===== src/rtl/uart_pkg.sv =====
`default_nettype none
// ============================================================================
//  Module      : uart_pkg
//  Description : Shared definitions for the UART transmitter (and the future
//                receiver): FSM state encoding and the oversampling factor.
//  Revision    : 1.0 - initial release
// ============================================================================
package uart_pkg;

    // Oversample ticks per serial bit.
    localparam int OVERSAMPLE = 16;

    // Transmitter FSM states.
    typedef enum logic [1:0] {
        IDLE  = 2'b00,
        START = 2'b01,
        DATA  = 2'b10,
        STOP  = 2'b11
    } state_t;

endpackage : uart_pkg
`default_nettype wire


===== src/rtl/baud_rate_gen.sv =====
`default_nettype none
// ============================================================================
//  Module      : baud_rate_gen
//  Description : Free-running divider producing a one-clk oversample tick
//                every BAUD_DIV clocks. 'restart' realigns the divider so the
//                first tick of a frame lands exactly BAUD_DIV clks later.
//  Ports       : clk     - system clock
//                reset   - asynchronous, active-low reset
//                restart - synchronous clear of the divider
//                s_tick  - one-clk pulse when the divider wraps
//  Revision    : 1.0 - initial release
// ============================================================================
module baud_rate_gen #(
    parameter int BAUD_DIV = 326
) (
    input  logic clk,
    input  logic reset,
    input  logic restart,
    output logic s_tick
);

    localparam int DIV_W = (BAUD_DIV > 1) ? $clog2(BAUD_DIV) : 1;
    localparam logic [DIV_W-1:0] DIV_LAST = DIV_W'(BAUD_DIV - 1);

    logic [DIV_W-1:0] div_cnt_q;
    logic [DIV_W-1:0] div_cnt_d;

    always_comb begin
        div_cnt_d = div_cnt_q;
        if (restart) begin
            div_cnt_d = '0;
        end else if (div_cnt_q == DIV_LAST) begin
            div_cnt_d = '0;
        end else begin
            div_cnt_d = div_cnt_q + 1'b1;
        end
    end

    always_ff @(posedge clk or negedge reset) begin
        if (!reset) begin
            div_cnt_q <= '0;
        end else begin
            div_cnt_q <= div_cnt_d;
        end
    end

    assign s_tick = (div_cnt_q == DIV_LAST);

endmodule : baud_rate_gen
`default_nettype wire


===== src/rtl/alu_result_tx.sv =====
`default_nettype none
// ============================================================================
//  Module      : alu_result_tx
//  Description : 8N1-style serial transmitter for the ALU result word. The
//                word is latched on a tx_start pulse and shifted out LSB first
//                behind a start bit and followed by a stop bit, using a 16x
//                oversample tick from baud_rate_gen.
//  Ports       : clk          - system clock
//                reset        - asynchronous, active-low reset
//                data_in      - word to send (ALU result)
//                tx_start     - request to send data_in (honoured in IDLE)
//                tx           - serial line, idles high, registered
//                tx_busy      - high while a frame is in flight
//                tx_done_tick - one-clk pulse on the last stop-bit tick
//  Revision    : 1.0 - initial release
// ============================================================================
module alu_result_tx
    import uart_pkg::*;
#(
    parameter int DATA_LENGTH = 8,
    parameter int BAUD_DIV    = 326,
    parameter int SB_TICKS    = 16
) (
    input  logic                   clk,
    input  logic                   reset,
    input  logic [DATA_LENGTH-1:0] data_in,
    input  logic                   tx_start,
    output logic                   tx,
    output logic                   tx_busy,
    output logic                   tx_done_tick
);

    localparam int TICK_W = 4;
    localparam int BIT_W  = (DATA_LENGTH > 1) ? $clog2(DATA_LENGTH) : 1;

    localparam logic [TICK_W-1:0] OS_LAST  = TICK_W'(OVERSAMPLE - 1);
    localparam logic [TICK_W-1:0] SB_LAST  = TICK_W'(SB_TICKS - 1);
    localparam logic [BIT_W-1:0]  BIT_LAST = BIT_W'(DATA_LENGTH - 1);

    state_t                   state_q, state_d;
    logic [TICK_W-1:0]        tick_q, tick_d;
    logic [BIT_W-1:0]         bit_cnt_q, bit_cnt_d;
    logic [DATA_LENGTH-1:0]   shift_q, shift_d;
    logic                     tx_q, tx_d;
    logic                     restart;
    logic                     s_tick;
    logic                     done;

    baud_rate_gen #(
        .BAUD_DIV (BAUD_DIV)
    ) u_baud (
        .clk     (clk),
        .reset   (reset),
        .restart (restart),
        .s_tick  (s_tick)
    );

    always_comb begin
        state_d   = state_q;
        tick_d    = tick_q;
        bit_cnt_d = bit_cnt_q;
        shift_d   = shift_q;
        restart   = 1'b0;
        done      = 1'b0;

        case (state_q)
            IDLE: begin
                if (tx_start) begin
                    shift_d   = data_in;
                    tick_d    = '0;
                    bit_cnt_d = '0;
                    restart   = 1'b1;
                    state_d   = START;
                end
            end
            START: begin
                if (s_tick) begin
                    if (tick_q == OS_LAST) begin
                        tick_d  = '0;
                        state_d = DATA;
                    end else begin
                        tick_d = tick_q + 1'b1;
                    end
                end
            end
            DATA: begin
                if (s_tick) begin
                    if (tick_q == OS_LAST) begin
                        tick_d  = '0;
                        shift_d = shift_q >> 1;
                        if (bit_cnt_q == BIT_LAST) begin
                            state_d = STOP;
                        end else begin
                            bit_cnt_d = bit_cnt_q + 1'b1;
                        end
                    end else begin
                        tick_d = tick_q + 1'b1;
                    end
                end
            end
            STOP: begin
                if (s_tick) begin
                    if (tick_q == SB_LAST) begin
                        tick_d  = '0;
                        done    = 1'b1;
                        state_d = IDLE;
                    end else begin
                        tick_d = tick_q + 1'b1;
                    end
                end
            end
            default: begin
                state_d = IDLE;
            end
        endcase

        // The line level is derived from the *next* state so the registered
        // tx changes on the same edge as the state, one clk after acceptance.
        case (state_d)
            START:   tx_d = 1'b0;
            DATA:    tx_d = shift_d[0];
            default: tx_d = 1'b1;
        endcase
    end

    always_ff @(posedge clk or negedge reset) begin
        if (!reset) begin
            state_q   <= IDLE;
            tick_q    <= '0;
            bit_cnt_q <= '0;
            shift_q   <= '0;
            tx_q      <= 1'b1;
        end else begin
            state_q   <= state_d;
            tick_q    <= tick_d;
            bit_cnt_q <= bit_cnt_d;
            shift_q   <= shift_d;
            tx_q      <= tx_d;
        end
    end

    assign tx           = tx_q;
    assign tx_busy      = (state_q != IDLE);
    // Combinational so the pulse coincides with the last STOP cycle; a
    // tx_start in that cycle is therefore still seen in STOP and dropped.
    assign tx_done_tick = done;

endmodule : alu_result_tx
`default_nettype wire

===== config.mk =====
export PLATFORM = sky130hd
export DESIGN_NAME = alu_result_tx
export DESIGN_NICKNAME = d
export VERILOG_FILES = /design/src/rtl/uart_pkg.sv /design/src/rtl/baud_rate_gen.sv /design/src/rtl/alu_result_tx.sv
export SDC_FILE = /design/constraint.sdc
export NUM_CORES = 1
export LEC_CHECK = 0
export ABC_AREA = 1
export CAP_MARGIN = 20
export CORE_UTILIZATION = 53
export CTS_BUF_LIST = sky130_fd_sc_hd__clkbuf_4 sky130_fd_sc_hd__clkbuf_8
export DETAILED_ROUTE_END_ITERATION = 6
export PLACE_DENSITY = 0.86
export REMOVE_ABC_BUFFERS = 1
export SLEW_MARGIN = 20
export SYNTH_ARGS = -nofsm -noshare
export SYNTH_HDL_FRONTEND = slang
export SYNTH_HIERARCHICAL = 1
export SYNTH_SLANG_ARGS = --single-unit

===== constraint.sdc =====
create_clock -name clk -period 1.6 [get_ports clk]
set_input_delay 0.16 -clock clk [delete_from_list [all_inputs] [get_ports clk]]
set_output_delay 0.16 -clock clk [all_outputs]
set_load 0.1 [all_outputs]

Yosys cells after proc, flatten, opt, wreduce, memory -nomap -nowiden --
Index checks and enable logic that the tools add are counted.
Word-level totals: register bits 27, output and inout port bits 3, logic and storage cells 60
Cells by class: $add $sub $neg 3, eq/ne operators 13, muxes and demuxes 30, reductions and logical operators 7
Operator list (count):
- 8-bit 2-to-1 mux | 3
- 9-bit 2-to-1 mux | 2
- 2-bit 2-to-1 mux | 8
- 8-bit case mux with 2 select lines | 1
- 3-bit 2-to-1 mux | 4
- 4-bit 2-to-1 mux | 3
- 9-bit by 1-bit adder with 9-bit output (second input constant) | 1
- 9-bit == test (second input constant) | 1
- 2-bit != test (second input constant) | 4
- 2-bit case mux with 4 select lines | 1
- 4-bit case mux with 2 select lines | 1
- 2-bit == test (second input constant) | 3
- 3-bit case mux with 2 select lines | 1
- 1-bit 2-to-1 mux | 5
- 5-bit AND reduction | 1
- 4-bit by 1-bit adder with 4-bit output (second input constant) | 1
- 2-bit by 1-bit == test with 1-bit output (second input constant) | 2
- 4-bit == test (second input constant) | 1
- 4-bit AND reduction | 1
- 2-bit nonzero test | 2
- 3-bit by 1-bit adder with 3-bit output (second input constant) | 1
- 3-bit == test (second input constant) | 1
- 3-bit OR reduction | 1
- 2-bit zero test | 1
- other kinds (3) | 3

Logic depth before layout (Yosys ltp) --
Gate-level depths: netlist of run 1.
depth in word-level cells 7, mapped depth 14, depth with buffers taken out 13

Hierarchy --
The synthesis of run 1 kept the hierarchy.
By module, submodules not included:
- alu_result_tx | times used 1, cells each 113, area an instance 980.9 um^2, sequential area each 451.7 um^2
- baud_rate_gen | times used 1, cells each 65, area an instance 489.2 um^2, sequential area each 225.2 um^2

Worst setup path before layout of run 1 --
OpenSTA, ideal clock, no wires.
kind register to output, start reg u_baud.div_cnt_q[1], end out tx_done_tick, data arrival time 1937 ps, data required time 1440 ps, slack -497 ps, cell stages (with the launch flop) 12, buffers on the path 1, cell sequence dfrtp_1 inv_1 ha_1 nand2_1 nor2_1 nand2_2 inv_1 buf_2 inv_1 nor2_1 nand3_1 inv_1
On the way: longest elaborated chain between the ends 3
Ends and longest elaborated chain:
- from (decl) | RTL line baud_rate_gen.sv:25 | logic [DIV_W-1:0] div_cnt_q;
- from (signal assigned) | RTL line baud_rate_gen.sv:43 | div_cnt_q <= div_cnt_d;
- 9-bit == test | RTL line baud_rate_gen.sv:47 | assign s_tick = (div_cnt_q == DIV_LAST);
- net s_tick | RTL line alu_result_tx.sv:46 | logic s_tick;
- 1-bit 2-to-1 mux | RTL line alu_result_tx.sv:102 | if (s_tick) begin
- 1-bit 2-to-1 mux | RTL line alu_result_tx.sv:66 | case (state_q)
- to (decl) | RTL line alu_result_tx.sv:30 | output logic tx_done_tick
The timed path passes the listed nets, and every way through them passes these cells.

Worst setup path after layout of run 1 --
Ends and elaborated chain as after synthesis.

==> results of run 1 <==
==> kinds of logic (layout without fill, tap and decap cells) <==
kind of cell,after synthesis,after routing,synth area share
compound gates,23,23,0.1038
fa+ha+maj,5,5,0.04255
simple gates,92,92,0.2979
xor+xnor,3,3,0.01788
flops,27,27,0.4604
buf+inv,28,62,0.07744
==> state kept, by name, summed over array words and instances, names as in the netlist <==
register / cells
bit_cnt_q: 3
tick_q: 4
u_baud/div_cnt_q: 9
shift_q: 8
state_q: 2
tx: 1
==> path summary, 6_finish.rpt <==
check | end | cells past startpoint | start
max | tx_done_tick | 11 | u_baud/div_cnt_q[1]$_DFF_PN0_
min | tick_q[3]$_DFFE_PN0P_ | 2 | reset
max reg2reg | tx$_DFF_PN1_ | 15 | u_baud/div_cnt_q[1]$_DFF_PN0_
min reg2reg | shift_q[1]$_DFFE_PN0P_ | 2 | shift_q[1]$_DFFE_PN0P_
max in group asynchronous | tx$_DFF_PN1_ | 2 | reset
min in group clk | shift_q[7]$_DFFE_PN0P_ | 2 | data_in[7]
==> routing by layer <==
metal,GRT usage,vias to the layer above,share of wire
li1,-,641,-
met3,0.04167,4,0.063
met5,0,-,0
met1,0.2670,624,0.41
met4,0.07692,0,0.0099
met2,0.4217,51,0.52
==> cell usage in the layout (no fill, tap or decap) <==
cell type	n
a21oi_1	3
a21oi_2	1
a21oi_4	1
a22o_2	1
a22oi_1	7
buf_12	3
buf_4	16
buf_6	3
clkbuf_4	3
clkdlybuf4s50_1	10
clkinvlp_4	1
dfrtp_1	26
dfstp_2	1
ha_1	4
ha_2	1
inv_1	20
inv_2	6
nand2_1	39
nand2_2	5
nand2_4	4
nand2_8	1
nand3_1	14
nand3_2	2
nand3_4	2
nand4_1	2
nor2_1	17
nor2_2	3
nor2_4	3
o211ai_1	1
o21ai_0	2
o21ai_1	5
o21ai_2	1
o22ai_1	1
xnor2_1	1
xor2_1	2
==> worst max-delay path, delay by kind of cell, from the launching register on <==
kind | cells | cell delay [ns]
adders and majority gates | 1 | 0.16
buffers and inverters | 5 | 0.44
DFF | 1 | 0.43
and+or+nand+nor | 5 | 0.44
==> metrics by stage <==
stage / power (mW) / setup slack (ns)
finish: 1.976 / -0.3596
detailed placement: 1.610 / -0.1264
global route: 2.073 / -0.4433
floorplan: 1.336 / -0.4797
CTS: 1.919 / -0.2627
global placement: 1.571 / -0.03830
==> synthesized netlist by cell type, types with 2 or more instances <==
master	instances	area, um^2
nand3_1	16	80.08
nand2_4	3	33.78
ha_1	5	62.56
nand2_1	41	153.9
nand4_1	2	12.51
xor2_1	2	17.52
a22oi_1	7	52.55
o21ai_0	3	15.01
a21oi_1	4	20.02
o21ai_1	5	25.02
nand3_2	2	20.02
nor2_1	19	71.32
nand2_2	5	31.28
dfrtp_1	26	650.6
nor2_2	2	12.51
nor2_4	2	22.52
inv_2	3	11.26
inv_1	23	86.33
==> where the power goes <==
part           switching (mW)  internal, mW  total (mW)  leakage, nW
combinational           0.378         0.316       0.695        0.570
clock                   0.226        0.0954       0.321       0.0139
sequential              0.114         0.846       0.960        0.343
total                   0.718          1.26        1.98        0.927
==> final cells by class <==
cell class | instances | area [um^2]
timing repair buffer | 32 | 314.1
inverter | 26 | 97.59
multi-input combinational | 123 | 748.2
clock buffer | 3 | 22.52
tap | 30 | 37.54
clock inverter | 1 | 7.507
fill | 162 | 640.6
sequential | 27 | 676.9
==> repair_timing <==
item,4_1_cts,5_1_grt
setup buffers,2,5
endpoints found under the setup margin,6,15
gates resized for setup,9,13
pin swaps,5,5
hold buffers,0,0
hold endpoints to repair,0,0
==> metrics.md, run 1 <==
| Metric | Value |
|---|---|
| Worst Setup Start Kind | `flip-flop` |
| RSZ-0062 raised after global routing | `yes` |
| Most used cell, CP | `inv_2` |
| Routability-driven placement congestion ratio | `0.8693` |
| I/O Buffers | `13` |
| # nets final | `229` |
| Ys async rst share | `1.000` |
| Initial antenna violation count | `0` |
| Mapped Area | `1470 um^2` |
| Inserted Clock Buffers | `3` |
| First-pass GRT wire length | `4899 um` |
| DR WL/cell | `14.19 um` |
| Chip Width | `54.67 um` |
| Hold Vio Cnt, Final | `0` |
| Max Clock Freq | `510.3 MHz` |
| Tmin final | `1.960 ns` |
| TritonRoute pass-1 iters | `4` |
| Final antenna-violating net count | `0` |
| Area growth syn-to-layout | `29.53%` |
| DIE AREA | `2988 um^2` |
| Drc violations | `0` |
| Worst hold margin | `0.1765 ns` |
| Crit-path max FO | `2` |
| Vias/cell | `5.455` |
| Gr usage total | `0.2312` |
| Post-Syn Instances | `178` |
| Finished Layout Cells | `242` |
| H-tree levels | `1` |
| GRT Residual Overflow | `0` |
| Final wirelength | `3433 um` |
| Starting DRC count in detailed routing | `39` |
| Max Cap Viol | `0` |
| Final Max Slew Viols | `0` |
| ANT cells | `0` |
| Outcome | `complete, but fails checks` |
| FP Rows | `18` |
| CTS tree | `done` |
| Ratio of cells with drive above 1 in the final layout | `0.2736` |
| Violated checks | `negative setup slack` |
| Crit-path cells | `inv_1 -> ha_1 -> nand2_1 -> nor2_2 -> nand2_2 -> inv_2 -> inv_2 -> nor2_4 -> nand3_2 -> inv_2 -> buf_12` |
| Worst EP required | `1.44 ns` |
| Clk root buf | `clkbuf_4` |
| Setup slack, reg-to-reg | `-0.32 ns` |
| Ys flop type | `dfrtp_1` |
| Critical path type | `reg -> out` |
| EDFF count, synth | `0` |
| Final setup violation count | `16` |
| Final TNS setup | `-3.685 ns` |
| Placed cell areas | `1742 um^2` |
| DP Wirelength | `2151 um` |
| Final WS setup | `-0.3596 ns` |
| Slowest cell on crit path | `dfrtp_1` |
| Util after Layout | `0.7483` |
| Final Cell Area | `1904 um^2` |
| Clock transition at the registers of the reported paths | `0.17 ns` |
| Dpl cells | `231` |
| Die Ht | `54.67 um` |
| Mean post-synth cell area | `8.259 um^2` |
| Boundary pin count | `14` |
| Crit share post-route | `1.225` |
| Distinct cell type count after synthesis | `26` |
| Worst Hold Class | `in -> async` |
| Slew HR | `0.7383` |
| Vias in the first global route | `1230` |
| DR vias | `1320` |
| Largest net degree at the start of global routing | `28` |
| Max Clock Skew | `0.01310 ns` |
| Crit path DAT | `1.80 ns` |
| Largest stage delay, worst path | `0.43 ns` |
| Later-pin clock latency in the skew report | `0.33 ns` |
| Initial Utilization | `0.5777` |
| Leak pwr | `0.9266 nW` |
| Worst-Margin Slew | `0.3926 ns` |
| Seq/Total Area, Yosys | `0.4604` |
| Pwr/cell area | `1038 nW/um^2` |
| Peak supply drop | `965.3 uV` |
| Synth warn | `6` |
| CP endpoint kind | `output pin` |
| Core ar. | `2545 um^2` |
| CTS sink cnt | `27` |
| #FFs+latches synth | `27` |
| CTS max path bufs | `2` |
No activity file was read; power rests on OpenSTA's default activity.
==> run 2, diff against run 1 <==
--- a/config.mk
+++ b/config.mk
@@ -6,7 +6,6 @@
 export NUM_CORES = 1
 export LEC_CHECK = 0
 export ABC_AREA = 1
-export CAP_MARGIN = 20
 export CORE_UTILIZATION = 53
 export CTS_BUF_LIST = sky130_fd_sc_hd__clkbuf_4 sky130_fd_sc_hd__clkbuf_8
 export DETAILED_ROUTE_END_ITERATION = 6
==> results of run 2 <==
Same layout as run 1: the final DEF is identical, and so are final timing and power.
==> run 3, diff against run 2 <==
--- a/config.mk
+++ b/config.mk
@@ -5,11 +5,10 @@
 export SDC_FILE = /design/constraint.sdc
 export NUM_CORES = 1
 export LEC_CHECK = 0
-export ABC_AREA = 1
-export CORE_UTILIZATION = 53
+export CORE_UTILIZATION = 52
 export CTS_BUF_LIST = sky130_fd_sc_hd__clkbuf_4 sky130_fd_sc_hd__clkbuf_8
 export DETAILED_ROUTE_END_ITERATION = 6
-export PLACE_DENSITY = 0.86
+export PLACE_DENSITY = 0.85
 export REMOVE_ABC_BUFFERS = 1
 export SLEW_MARGIN = 20
 export SYNTH_ARGS = -nofsm -noshare
==> metrics.md, run 3 <==
| Metric | Value |
|---|---|
| Mapped Area | `1350 um^2 (-8.2%)` |
| Critical Path Sink | `tx_done_tick` |
| DR vias | `1178 (-11%)` |
| Clock transition at the registers of the reported paths | `0.14 ns (-0.03 ns)` |
| Final antenna-violating net count | `0 (unchanged)` |
| Most frequent cells in the layout | `dfrtp_1, buf_4, nand2_1` |
| Area contributors post-synth | `dfrtp_1, nand2_1, ha_1` |
| Die Ht | `52.96 um (-3.1%)` |
| Slowest cell on crit path | `dfrtp_1` |
| Simple-Gate Fraction of Synth Area | `0.2030 (-0.09491)` |
| Vias/cell | `5.803 (+6.4%)` |
| Area of the multi-input gates | `691.9 um^2 (-7.5%)` |
| Largest stage delay, worst path | `0.41 ns (-0.02 ns)` |
| Core ar. | `2455 um^2 (-3.5%)` |
| Later-pin clock latency in the skew report | `0.31 ns (-0.02 ns)` |
| Worst EP required | `1.44 ns (about the same)` |
| Inserted Clock Buffers | `3 (unchanged)` |
| Chip Width | `52.96 um (-3.1%)` |
| CP startpoint | `u_baud/div_cnt_q[1]$_DFF_PN0_` |
| Area share of fa/ha/maj cells after synthesis | `0.04634 (+0.003786)` |
| Fillers | `159 (-1.9%)` |
| Initial Utilization | `0.5499 (-0.02773)` |
| Util after Layout | `0.7513 (+0.002995)` |
| Ys flop type | `dfrtp_1` |
| Critical path type | `reg -> out` |
| DIE AREA | `2804 um^2 (-6.2%)` |
| Crit share post-route | `1.312 (+0.08712)` |
| Initial antenna violation count | `0 (unchanged)` |
| Crit-path max FO | `2 (unchanged)` |
| Leak pwr | `0.8333 nW (-10%)` |
| Synth warn | `6 (unchanged)` |
| Distinct cell type count after synthesis | `39 (+50%)` |
| FP Rows | `18 (unchanged)` |
| CTS tree | `done` |
| DR WL met3 | `136 um (-37%)` |
| Mean post-synth cell area | `10.38 um^2 (+26%)` |
| Outcome | `complete, but fails checks` |
| ANT cells | `0 (unchanged)` |
| # nets final | `190 (-17%)` |
| Drc violations | `0 (unchanged)` |
| R2r endpoint | `tx$_DFF_PN1_` |
| Max Clock Skew | `0.002225 ns (-0.01088 ns)` |
| Combinational group share of total power | `0.041 (-0.311)` |
| Area growth syn-to-layout | `36.61%` |
| Synth Area in Compound Gates | `0.1854 (+0.08153)` |
| DP Wirelength | `2345 um (+9.1%)` |
| Seq/Total Area, Yosys | `0.5014 (+0.04096)` |
| Final Cell Area | `1844 um^2 (-3.2%)` |
| I/O Buffers | `13 (unchanged)` |
| Post-Syn Instances | `130 (-27%)` |
| RSZ-0062 raised after global routing | `yes` |
| Starting DRC count in detailed routing | `33 (-15%)` |
| Setup slack, reg-to-reg | `-0.46 ns (-0.14 ns)` |
| Placed cell areas | `1699 um^2 (-2.4%)` |
| CTS max path bufs | `2 (unchanged)` |
| Final wirelength | `3482 um (+1.4%)` |
| Ys async rst share | `1.000 (unchanged)` |
| EDFF count, synth | `0 (unchanged)` |
| CP endpoint kind | `output pin` |
| Cell Int Power | `0.8207 mW (-35%)` |
| Crit-path cells | `inv_1 -> ha_2 -> nand4b_4 -> nor4_4 -> and4_4 -> nand2_4 -> nor2_4 -> buf_12` |
| Hold_buf cts | `0 (unchanged)` |
| R2R depth | `9 (-6)` |
| Max Cap Viol | `0 (unchanged)` |
| Regs by FF count | `u_baud/div_cnt_q (9), shift_q (8), tick_q (4)` |
| Largest register by flop count | `u_baud/div_cnt_q` |
| Worst Hold Class | `in -> async` |
| First-pass GRT wire length | `5161 um (+5.3%)` |
| Violated checks | `negative setup slack` |
| Hold Vio Cnt, Final | `0 (unchanged)` |
| Final Max Slew Viols | `0 (unchanged)` |
| Max FFs per register | `9 (unchanged)` |
| Met2 routed WL | `1894 um (+6.8%)` |
| Top Metal Used | `met4` |
| Worst-Margin Slew | `0.3472 ns (-0.04532 ns)` |
| Final setup violation count | `26 (+10)` |
| Final WS setup | `-0.4990 ns (-0.1394 ns)` |
| Max Clock Freq | `476.4 MHz (-6.6%)` |
| R2r startpoint | `u_baud/div_cnt_q[1]$_DFF_PN0_` |
| Seq pwr share | `0.659 (+0.173)` |
| Post-synthesis mux area share | `0.008341 (+0.008341)` |
| Cell with the most instances after synthesis | `dfrtp_1` |
| M1 wire length | `1376 um (-2.3%)` |
| Leading area contributor after synthesis | `dfrtp_1` |
| Boundary pin count | `14 (unchanged)` |
| CTS sink cnt | `27 (unchanged)` |
| Tmin final | `2.099 ns (+0.1394 ns)` |
| Routability-driven placement congestion ratio | `0.8261 (-5.0%)` |
| Gr usage total | `0.2590 (+0.02779)` |
| TritonRoute pass-1 iters | `4 (unchanged)` |
| Vias in the first global route | `1129 (-8.2%)` |
| Commonest cells in the synthesized netlist | `dfrtp_1, nand2_1, nor2_1, o21ai_0, a21oi_1` |
| Clk pwr share | `0.300 (+0.138)` |
| Reg area | `676.9 um^2 (unchanged)` |
| Worst Setup Start Kind | `flip-flop` |
| Pwr/cell area | `562.0 nW/um^2 (-46%)` |
| Clk root buf | `clkbuf_4` |
| Synth Area in XOR/XNOR | `0.02595 (+0.008078)` |
| Crit path DAT | `1.94 ns (+0.14 ns)` |
| Largest net degree at the start of global routing | `28 (unchanged)` |
| #FFs+latches synth | `27 (unchanged)` |
| Top cell type's share of synthesized area | `0.4819 (+0.03937)` |
| GRT Residual Overflow | `0 (unchanged)` |
| Switch share | `0.2082 (-0.1553)` |
| H-tree levels | `1 (unchanged)` |
| DR WL/cell | `17.15 um (+21%)` |
| Peak supply drop | `595.0 uV (-38%)` |
| Ratio of cells with drive above 1 in the final layout | `0.3295 (+0.05589)` |
| Main combinational cell family by area after synthesis | `simple AND/OR/NAND/NOR gates` |
| Slew HR | `0.7685 (+0.03021)` |
| Net Sw Power | `0.2158 mW (-70%)` |
[run 3: power groups by stage]
stage	Sequential [mW]	Combinational (mW)	Clock (mW)
final	0.683	0.0426	0.311
after floorplan	0.696	0.00103	0
after global placement	0.695	0.0409	0
after global routing	0.683	0.0466	0.348
after detailed placement	0.695	0.0420	0
after CTS	0.683	0.0421	0.314
[run 3: final cells by class]
type | count | area share
well taps | 30 | 0.02035
multi-input cells | 95 | 0.3752
repair buffers | 42 | 0.2110
flip-flops and latches | 27 | 0.3670
clock buffers | 4 | 0.01628
inverters | 5 | 0.01018
[run 3: worst min path at each step]
stage | end | cells past startpoint
after floorplan | bit_cnt_q[0]$_DFFE_PN0P_ | 0
after global placement | shift_q[6]$_DFFE_PN0P_ | 2
after detailed placement | shift_q[4]$_DFFE_PN0P_ | 2
after CTS | u_baud/div_cnt_q[8]$_DFF_PN0_ | 2
after global routing | u_baud/div_cnt_q[8]$_DFF_PN0_ | 2
final | u_baud/div_cnt_q[7]$_DFF_PN0_ | 2
[run 3: routing by layer]
layer,track usage,up-vias
met1,0.3128,579
li1,-,555
met2,0.4726,35
met4,0.07895,0
met3,0.03161,9
met5,0,-
[run 3: what timing repair did]
action                                  CTS  global route
resized for setup                        13             7
endpoints found under the setup margin   21            27
pin swaps                                 6             6
buffers inserted                          3             3
[run 3: through the flow]
| step | total power, mW | instances | TNS, ns | setup slack, ns | hold slack, ns |
|---|---|---|---|---|---|
| floorplan | 0.6966 | 127 | -6.320 | -1.358 | -0.1356 |
| global placement | 0.7362 | 193 | -4.597 | -0.4310 | 0.4596 |
| detailed placement | 0.7373 | 193 | -5.936 | -0.5127 | 0.4766 |
| CTS | 1.039 | 200 | -4.145 | -0.5033 | 0.2016 |
| global route | 1.078 | 203 | -7.421 | -0.6064 | 0.2192 |
| finish | 1.036 | 203 | -4.970 | -0.4990 | 0.1922 |
[run 3: worst max-delay path, delay by kind of cell, from the launching register on]
kind	cells	cell delay, ns
adders and majority gates	1	0.18
buffers and inverters	2	0.24
DFF	1	0.41
and+or+nand+nor	5	0.79
[run 3: logic make-up after synthesis]
group,Yosys count
mux,1
xor+xnor,4
simple gates,51
buf+inv,8
fa+ha+maj,5
compound gates,34
flops,27
